[config.mk]
export PLATFORM = sky130hd
export DESIGN_NAME = serial_shift_transmitter
export DESIGN_NICKNAME = d
export VERILOG_FILES = /design/src/rtl/serial_shift_transmitter.sv
export SDC_FILE = /design/constraint.sdc
export NUM_CORES = 1
export LEC_CHECK = 0
export ABC_CLOCK_PERIOD_IN_PS = 6070
export BUFFER_PORTS_ARGS = -buffer_cell sky130_fd_sc_hd__clkbuf_2
export CAP_MARGIN = 15
export CELL_PAD_IN_SITES_DETAIL_PLACEMENT = 1
export CELL_PAD_IN_SITES_GLOBAL_PLACEMENT = 1
export CORE_MARGIN = 2
export CORE_UTILIZATION = 46
export DETAILED_ROUTE_END_ITERATION = 7
export PLACE_DENSITY_LB_ADDON = 0.1
export SYNTH_ARGS = -nofsm -noshare
export SYNTH_HDL_FRONTEND = slang
export SYNTH_SLANG_ARGS = --single-unit
[constraint.sdc]
create_clock -name i_clock -period 6.07 [get_ports i_clock]
set_input_delay 0.607 -clock i_clock [delete_from_list [all_inputs] [get_ports i_clock]]
set_output_delay 0.607 -clock i_clock [all_outputs]
set_load 0.01 [all_outputs]
[src/rtl/serial_shift_transmitter.sv]
// Parallel-to-serial frame transmitter: start bit, DATA_WIDTH data bits,
// optional even parity, stop bit, each held CLKS_PER_BIT cycles.
module serial_shift_transmitter #(
    parameter int unsigned DATA_WIDTH   = 8,
    parameter int unsigned CLKS_PER_BIT = 1,
    parameter int unsigned MSB_FIRST    = 1,
    parameter int unsigned PARITY_EN    = 0
) (
    input  logic                  i_clock,
    input  logic                  i_reset_n,
    input  logic [DATA_WIDTH-1:0] i_data,
    input  logic                  i_valid,
    output logic                  o_ready,
    output logic                  o_serial,
    output logic                  o_busy,
    output logic                  o_done
);

    localparam int unsigned CNT_W = (CLKS_PER_BIT > 1) ? $clog2(CLKS_PER_BIT) : 1;
    localparam int unsigned IDX_W = $clog2(DATA_WIDTH);
    localparam logic [CNT_W-1:0] CNT_LAST = CNT_W'(CLKS_PER_BIT - 1);
    localparam logic [IDX_W-1:0] IDX_LAST = IDX_W'(DATA_WIDTH - 1);

    typedef enum logic [2:0] {
        S_IDLE   = 3'd0,
        S_START  = 3'd1,
        S_DATA   = 3'd2,
        S_PARITY = 3'd3,
        S_STOP   = 3'd4
    } state_e;

    state_e                state_q,  state_d;
    logic [CNT_W-1:0]      cnt_q,    cnt_d;
    logic [IDX_W-1:0]      idx_q,    idx_d;
    logic [DATA_WIDTH-1:0] shift_q,  shift_d;
    logic                  parity_q, parity_d;
    logic                  serial_q, serial_d;
    logic                  ready_q,  ready_d;
    logic                  busy_q,   busy_d;
    logic                  done_q,   done_d;

    logic                  bit_end_c;
    logic                  next_bit_c;
    logic [DATA_WIDTH-1:0] shifted_c;

    // Next data bit to emit and the shift register with that bit consumed
    always_comb begin
        if (MSB_FIRST != 0) begin
            next_bit_c = shift_q[DATA_WIDTH-1];
            shifted_c  = {shift_q[DATA_WIDTH-2:0], 1'b0};
        end else begin
            next_bit_c = shift_q[0];
            shifted_c  = {1'b0, shift_q[DATA_WIDTH-1:1]};
        end
    end

    assign bit_end_c = (cnt_q == CNT_LAST);

    // State register and registered outputs
    always_ff @(posedge i_clock or negedge i_reset_n) begin
        if (!i_reset_n) begin
            state_q  <= S_IDLE;
            cnt_q    <= '0;
            idx_q    <= '0;
            shift_q  <= '0;
            parity_q <= 1'b0;
            serial_q <= 1'b1;
            ready_q  <= 1'b0;
            busy_q   <= 1'b0;
            done_q   <= 1'b0;
        end else begin
            state_q  <= state_d;
            cnt_q    <= cnt_d;
            idx_q    <= idx_d;
            shift_q  <= shift_d;
            parity_q <= parity_d;
            serial_q <= serial_d;
            ready_q  <= ready_d;
            busy_q   <= busy_d;
            done_q   <= done_d;
        end
    end

    // Next-state logic; the next line value is registered one edge ahead
    always_comb begin
        state_d  = state_q;
        cnt_d    = cnt_q;
        idx_d    = idx_q;
        shift_d  = shift_q;
        parity_d = parity_q;
        serial_d = serial_q;
        ready_d  = ready_q;
        busy_d   = busy_q;
        done_d   = 1'b0;

        if (state_q != S_IDLE) begin
            cnt_d = bit_end_c ? '0 : cnt_q + CNT_W'(1);
        end

        case (state_q)
            S_IDLE: begin
                serial_d = 1'b1;
                busy_d   = 1'b0;
                ready_d  = 1'b1;
                cnt_d    = '0;
                idx_d    = '0;
                if (i_valid && ready_q) begin
                    state_d  = S_START;
                    shift_d  = i_data;
                    parity_d = ^i_data;
                    serial_d = 1'b0;
                    ready_d  = 1'b0;
                    busy_d   = 1'b1;
                end
            end
            S_START: begin
                if (bit_end_c) begin
                    state_d  = S_DATA;
                    serial_d = next_bit_c;
                    shift_d  = shifted_c;
                    idx_d    = '0;
                end
            end
            S_DATA: begin
                if (bit_end_c) begin
                    if (idx_q == IDX_LAST) begin
                        idx_d = '0;
                        if (PARITY_EN != 0) begin
                            state_d  = S_PARITY;
                            serial_d = parity_q;
                        end else begin
                            state_d  = S_STOP;
                            serial_d = 1'b1;
                        end
                    end else begin
                        idx_d    = idx_q + IDX_W'(1);
                        serial_d = next_bit_c;
                        shift_d  = shifted_c;
                    end
                end
            end
            S_PARITY: begin
                if (bit_end_c) begin
                    state_d  = S_STOP;
                    serial_d = 1'b1;
                end
            end
            S_STOP: begin
                if (bit_end_c) begin
                    state_d  = S_IDLE;
                    serial_d = 1'b1;
                    ready_d  = 1'b1;
                    busy_d   = 1'b0;
                    done_d   = 1'b1;
                end
            end
            default: begin
                state_d  = S_IDLE;
                serial_d = 1'b1;
                ready_d  = 1'b0;
                busy_d   = 1'b0;
            end
        endcase
    end

    assign o_ready  = ready_q;
    assign o_serial = serial_q;
    assign o_busy   = busy_q;
    assign o_done   = done_q;

endmodule

==> results of run 1 <==
==> cell usage in the layout (no fill, tap or decap), types with 2 or more instances in the layout <==
cell      synthesis  routed
clkbuf_4          0       3
clkbuf_2          0      14
a22o_1            6       6
dfrtp_1          17      17
nor2_1            6       6
mux2_2           12      12
inv_1             3       3
ha_1              2       2
mux2i_1           4       4
==> worst max path at each step <==
stage	startpoint	end	cells after the start
final	idx_q[0]$_DFFE_PN0P_	shift_q[6]$_DFFE_PN0P_	5
after global routing	idx_q[0]$_DFFE_PN0P_	shift_q[1]$_DFFE_PN0P_	5
after CTS	idx_q[0]$_DFFE_PN0P_	shift_q[3]$_DFFE_PN0P_	5
after detailed placement	idx_q[0]$_DFFE_PN0P_	shift_q[3]$_DFFE_PN0P_	5
after global placement	idx_q[0]$_DFFE_PN0P_	shift_q[6]$_DFFE_PN0P_	5
after floorplan	idx_q[0]$_DFFE_PN0P_	shift_q[1]$_DFFE_PN0P_	5
==> report_power, final <==
part / internal (W) / switching (W) / leakage (nW)
logic: 0.000139 / 0.000107 / 0.231
registers: 0.000176 / 0.0000491 / 0.222
clock network: 0.0000366 / 0.0000386 / 0.0210
total: 0.000352 / 0.000195 / 0.475
==> state kept, by name (all words and copies together) (netlist names) <==
signal,flops
o_ready,1
idx_q,3
shift_q,8
o_busy,1
o_done,1
state_q,3
o_serial,1
==> final cells by class <==
class | count | area [sq um] | share of cell area, %
inverters | 3 | 11.26 | 1.158
flip-flops and latches | 18 | 451.7 | 46.46
well taps | 25 | 31.28 | 3.218
multi-input cells | 42 | 371.6 | 38.22
repair buffers | 14 | 70.07 | 7.207
clock buffers | 4 | 36.28 | 3.732
==> stage by stage <==
stage               cells  power (W)  instance area [sq um]
floorplan              66  0.0004274                  860.8
global placement      102  0.0004648                  935.9
detailed placement    102  0.0004739                  935.9
CTS                   106  0.0005545                  972.2
global route          106  0.0005926                  972.2
finish                106  0.0005465                  972.2
==> logic make-up (layout without fill, tap and decap cells) <==
| logic type | count (synthesis) | count (layout) | synth area share [%] |
|---|---|---|---|
| xor+xnor | 1 | 1 | 1.018 |
| buf+inv | 6 | 21 | 4.360 |
| flops | 18 | 18 | 52.47 |
| simple gates | 13 | 13 | 7.704 |
| compound gates | 10 | 10 | 11.19 |
| fa+ha+maj | 2 | 2 | 2.907 |
| mux | 16 | 16 | 20.35 |
==> worst max-delay path, delay by kind of cell (launching register included) <==
family / cells / cell delay [ns]
AOI/OAI and AO/OA: 1 / 0.53
DFF: 1 / 0.42
and+or+nand+nor: 1 / 0.25
adders and majority gates: 2 / 0.44
muxes: 1 / 0.40
==> layer usage <==
layer | wire length [um] | share of wire [%] | global-route usage, %
met1 | 756 | 47 | 23.67
met2 | 746 | 46 | 27.84
met3 | 64 | 3.9 | 5.769
met4 | 55 | 3.4 | 13.33
met5 | 0 | 0 | 0
==> results.tsv, run 1 <==
metric	value	unit
status	completed	
yosysMostFrequentCell	dfrtp_1	
endpoint_kind	register	
ff2ff_setup_slack	3.92	ns
tns	0	ns
vdd_drop_max	295.3	uV
cts_setup_buffers	0	
drv_cap	0	
antenna_found_initial	0	
grt-ovfl-total	0	
viasPerCell	5.274	
hold_path.class	in -> async	
worst_slack	3.924	ns
cts_buffers	3	
die_area	2234	sq um
drtIter0Drc	4	
hpwl	1.118	mm
synth_area_leaders	dfrtp_1 49%, mux2_2 16%, a22o_1 6.1%	
clockBufferDepth	2	
diodes	0	
ys_top_cells_by_count	17 x dfrtp_1, 12 x mux2_2, 6 x a22o_1, 6 x nor2_1, 4 x mux2i_1	
r2r-start	idx_q[0]$_DFFE_PN0P_	
drv_slew	0	
hold_buffers	0	
cts_root_buf	clkbuf_4	
ant_nets	0	
routed_wl	1.622	mm
maxSlewHeadroom	40.23	%
hold-worst-slack	0.2249	ns
grt_usage	18.99	%
startpoint_type	register	
crit_fanout	9	
drive_above_1_share	41.98	%
initial_core_util	49.32	%
ys_seq_area_share	52.47	%
synth.distinct_cells	22	
area_delta_synth_final	12.94	%
cts_tree	yes	
hold_viol	0	
synth_edf_count	0	
cts_resized	0	
powerDensity	562.1	nW/um^2
vias	559	
ys_ff_latch	18	
path_class	reg -> reg	
drc	0	
yosysWarningCount	0	
min_period	2.146	ns
synthArstFlopShare	100.0	%
h-tree-depth	1	
post-route-period-util	35.36	%
wire_per_inst	15.30	um
tightest_slew	0.8901	ns
place_ws	3.955	ns
crit_chain	ha_1 > ha_1 > or2_4 > a221oi_4 > mux2_2	
critPathMaxStageDelay	0.53	ns
crit_top_cell	ha_1	
cts.sinks	18	
synth_top_cell_area_share	49.42	%
fillers	199	
dr.pass1.iters	2	
rsz0062_at_grt	no	
grt_pass1_vias	546	
cts.clk_slew.worst_paths	0.10	ns
reg2regPathDepth	5	
synth_area_per_cell	13.04	sq um
num_rows	15	
p_leak	0.4749	nW
fin_skew	0.005673	ns
postSynthCellCount	66	
insertion_delay	0.30	ns
synth_ff_type	dfrtp_1	
utilization	55.70	%
core	1745	sq um
syn_nets	79	
final-setup-viol-count	0	
synth_top_area_cell	dfrtp_1	
die_w	47.26	um
pin_count	15	
io_buffers	14	
crit_slowest_cell	a221oi_4	
worstPathArrival	2.34	ns
crit_required	6.26	ns
gp_congestion	0.6371	
grt_max_degree	19	
die_h	47.26	um
layout.nets	95	
fmax	0.4659	GHz
worstReg2RegEnd	shift_q[6]$_DFFE_PN0P_	
synth_area	860.8	sq um
grt_first_pass_wirelength	2.677	mm
Power figures use the tool's default switching activity.
==> run 2: changes to the inputs <==
- ABC_CLOCK_PERIOD_IN_PS: 6070 -> 2200
- CORE_UTILIZATION: 46 -> 42
- clock period: 6.07 -> 2.2 ns (I/O delays scaled with it)
==> run 2 against run 1 <==
Worst setup slack worse by 3.8 ns. Hold slack worse by 0.065 ns. Routed wire length shrank 8.4%. Die area is 8.7% higher. Utilization shrank 3.8 points. Cell area rose by 3.6%. Global-route usage down 4.0 points. Cell count increased by 5.7%. Critical endpoint is now shift_q[1]$_DFFE_PN0P_. Largest power group unchanged.
==> results.tsv, run 2 (synthesis results as in run 1) <==
metric	value	unit	change
p_leak	0.4931	nW	+3.8%
fin_skew	0.004723	ns	-0.0009498 ns
grt-ovfl-total	0		unchanged
h-tree-depth	1		unchanged
hold-worst-slack	0.1603	ns	-0.06461 ns
gp_congestion	0.6765		+6.2%
min_delay_path_depth	3		
r2r-start	idx_q[0]$_DFFE_PN0P_		
grt_max_degree	19		unchanged
cts_tree	yes		
core	1942	sq um	+11%
cts_setup_buffers	0		unchanged
io_buffers	14		unchanged
pin_count	15		unchanged
utilization	51.87	%	-3.8 points
p_seq_share	39.8	%	-1.4 points
hold_path.class	in -> reg		
min_period	2.046	ns	-0.1001 ns
tightest_slew	0.4474	ns	-0.4427 ns
cts_resized	0		unchanged
design_area	1007	sq um	+3.6%
path_class	reg -> reg		
combPwrFrac	47.0	%	+2.0 points
drc	0		unchanged
num_rows	16		+1
status	completed		
power_switching	0.0005231	W	+170%
cts_buffers	3		unchanged
grt_first_pass_wirelength	2.704	mm	+1.0%
startpoint_type	register		
initial_core_util	44.33	%	-5.0 points
drv_slew	0		unchanged
drive_above_1_share	43.53	%	+1.6 points
wire_per_inst	13.27	um	-13%
crit_fanout	8		-1
powerDensity	1532	nW/um^2	+170%
maxSlewHeadroom	70.17	%	+30 points
clkPwrFrac	13.2	%	-0.6 points
reg2regPathDepth	5		unchanged
ff2ff_setup_slack	0.15	ns	-3.77 ns
dr.pass1.iters	3		+1
largest_reg_flops	8		unchanged
clockBufferDepth	2		unchanged
hpwl	1.089	mm	-2.6%
crit_required	2.39	ns	-3.87 ns
endpoint_kind	register		
layout_common_cells	17 x dfrtp_1, 14 x clkbuf_2, 12 x mux2_2		
viasPerCell	5.080		-3.7%
grt_pass1_vias	613		+12%
mostFrequentLayoutCell	dfrtp_1		
critical_path.top_delay_family	compound AO/OA/AOI/OAI gates		
antenna_found_initial	0		unchanged
place_ws	0.1421	ns	-3.813 ns
layout.nets	99		+4.2%
reg_top3	shift_q (8), idx_q (3), state_q (3)		
crit_slowest_cell	a221oi_4		
area_delta_synth_final	17.01	%	
switching_share	33.91	%	-1.8 points
die_w	49.27	um	+4.3%
grt_usage	14.98	%	-4.0 points
diodes	0		unchanged
hold_end	shift_q[0]$_DFFE_PN0P_		
vias	569		+1.8%
ant_nets	0		unchanged
cts.clk_slew.worst_paths	0.10	ns	about the same
final-setup-viol-count	0		unchanged
post-route-period-util	93.00	%	+58 points
routed_wl	1.486	mm	-8.4%
p_int	0.001020	W	+190%
worstReg2RegEnd	shift_q[1]$_DFFE_PN0P_		
drv_cap	0		unchanged
cts.sinks	18		unchanged
die_h	49.27	um	+4.3%
drtIter0Drc	4		unchanged
insertion_delay	0.29	ns	about the same
hp-start	i_data[0]		
placement.cell_area	960.9	sq um	+2.7%
path_buf_inv	0		unchanged
vdd_drop_max	778.7	uV	+160%
crit_chain	ha_1 > ha_1 > or2_4 > a221oi_4 > mux2_2		
tns	0	ns	unchanged
critPathMaxStageDelay	0.47	ns	-0.06 ns
hold_buffers	1		+1
rsz0062_at_grt	no		
worstPathArrival	2.23	ns	-0.11 ns
regMostFlops	shift_q		
die_area	2428	sq um	+8.7%
hold_viol	0		unchanged
crit_top_cell	ha_1		
fmax	0.4887	GHz	+4.9%
worst_slack	0.1539	ns	-3.770 ns
cts_root_buf	clkbuf_4		
[run 2: cell count changes in the layout (fill, tap and decap cells not counted)]
| cell | delta |
|---|---|
| buf_4 | +3 |
| dlygate4sd3_1 | +1 |
[run 2: worst reg2reg max path: stages, from the launching register on]
cell	delay, ns
dfrtp_1	0.42
ha_1	0.21
ha_1	0.21
or2_4	0.25
a221oi_4	0.47
mux2_2	0.39
[run 2: final cells by class]
cell class | instances | area, sq um
Clock buffer | 4 | 36.28
Fill cell | 224 | 934.6
Inverter | 3 | 11.26
Multi-Input combinational cell | 42 | 371.6
Sequential cell | 18 | 451.7
Tap cell | 27 | 33.78
Timing Repair Buffer | 18 | 102.6
[run 2: worst max-delay path by stage]
stage / startpoint / end / slack, ns / cells past startpoint
floorplan: idx_q[0]$_DFFE_PN0P_ / shift_q[1]$_DFFE_PN0P_ / 0.22 / 5
global placement: idx_q[0]$_DFFE_PN0P_ / shift_q[3]$_DFFE_PN0P_ / 0.17 / 5
detailed placement: idx_q[0]$_DFFE_PN0P_ / shift_q[6]$_DFFE_PN0P_ / 0.14 / 5
CTS: idx_q[0]$_DFFE_PN0P_ / shift_q[6]$_DFFE_PN0P_ / 0.13 / 5
global route: idx_q[0]$_DFFE_PN0P_ / shift_q[3]$_DFFE_PN0P_ / 0.06 / 5
finish: idx_q[0]$_DFFE_PN0P_ / shift_q[1]$_DFFE_PN0P_ / 0.15 / 5
[run 2: power by group through the flow]
stage | sequential, W | clock, W | combinational [W]
after floorplan | 0.000567 | 0 | 0.000612
after global routing | 0.000643 | 0.000227 | 0.000818
final | 0.000614 | 0.000203 | 0.000726
after CTS | 0.000619 | 0.000214 | 0.000747
after global placement | 0.000620 | 0 | 0.000728
after detailed placement | 0.000626 | 0 | 0.000740
[run 2: metrics by stage]
stage | std cells | total power, W
global route | 112 | 0.001688
global placement | 107 | 0.001348
floorplan | 66 | 0.001179
finish | 112 | 0.001543
CTS | 112 | 0.001580
detailed placement | 107 | 0.001366
[run 2: routing by layer]
metal  track usage, %  share of wire (%)  vias to the layer above
met2            26.13                 51                       12
met1            16.96                 43                      280
li1                 -                  -                      275
met4            8.571                2.0                        0
met5                0                  0                        -
met3            2.761                3.9                        2
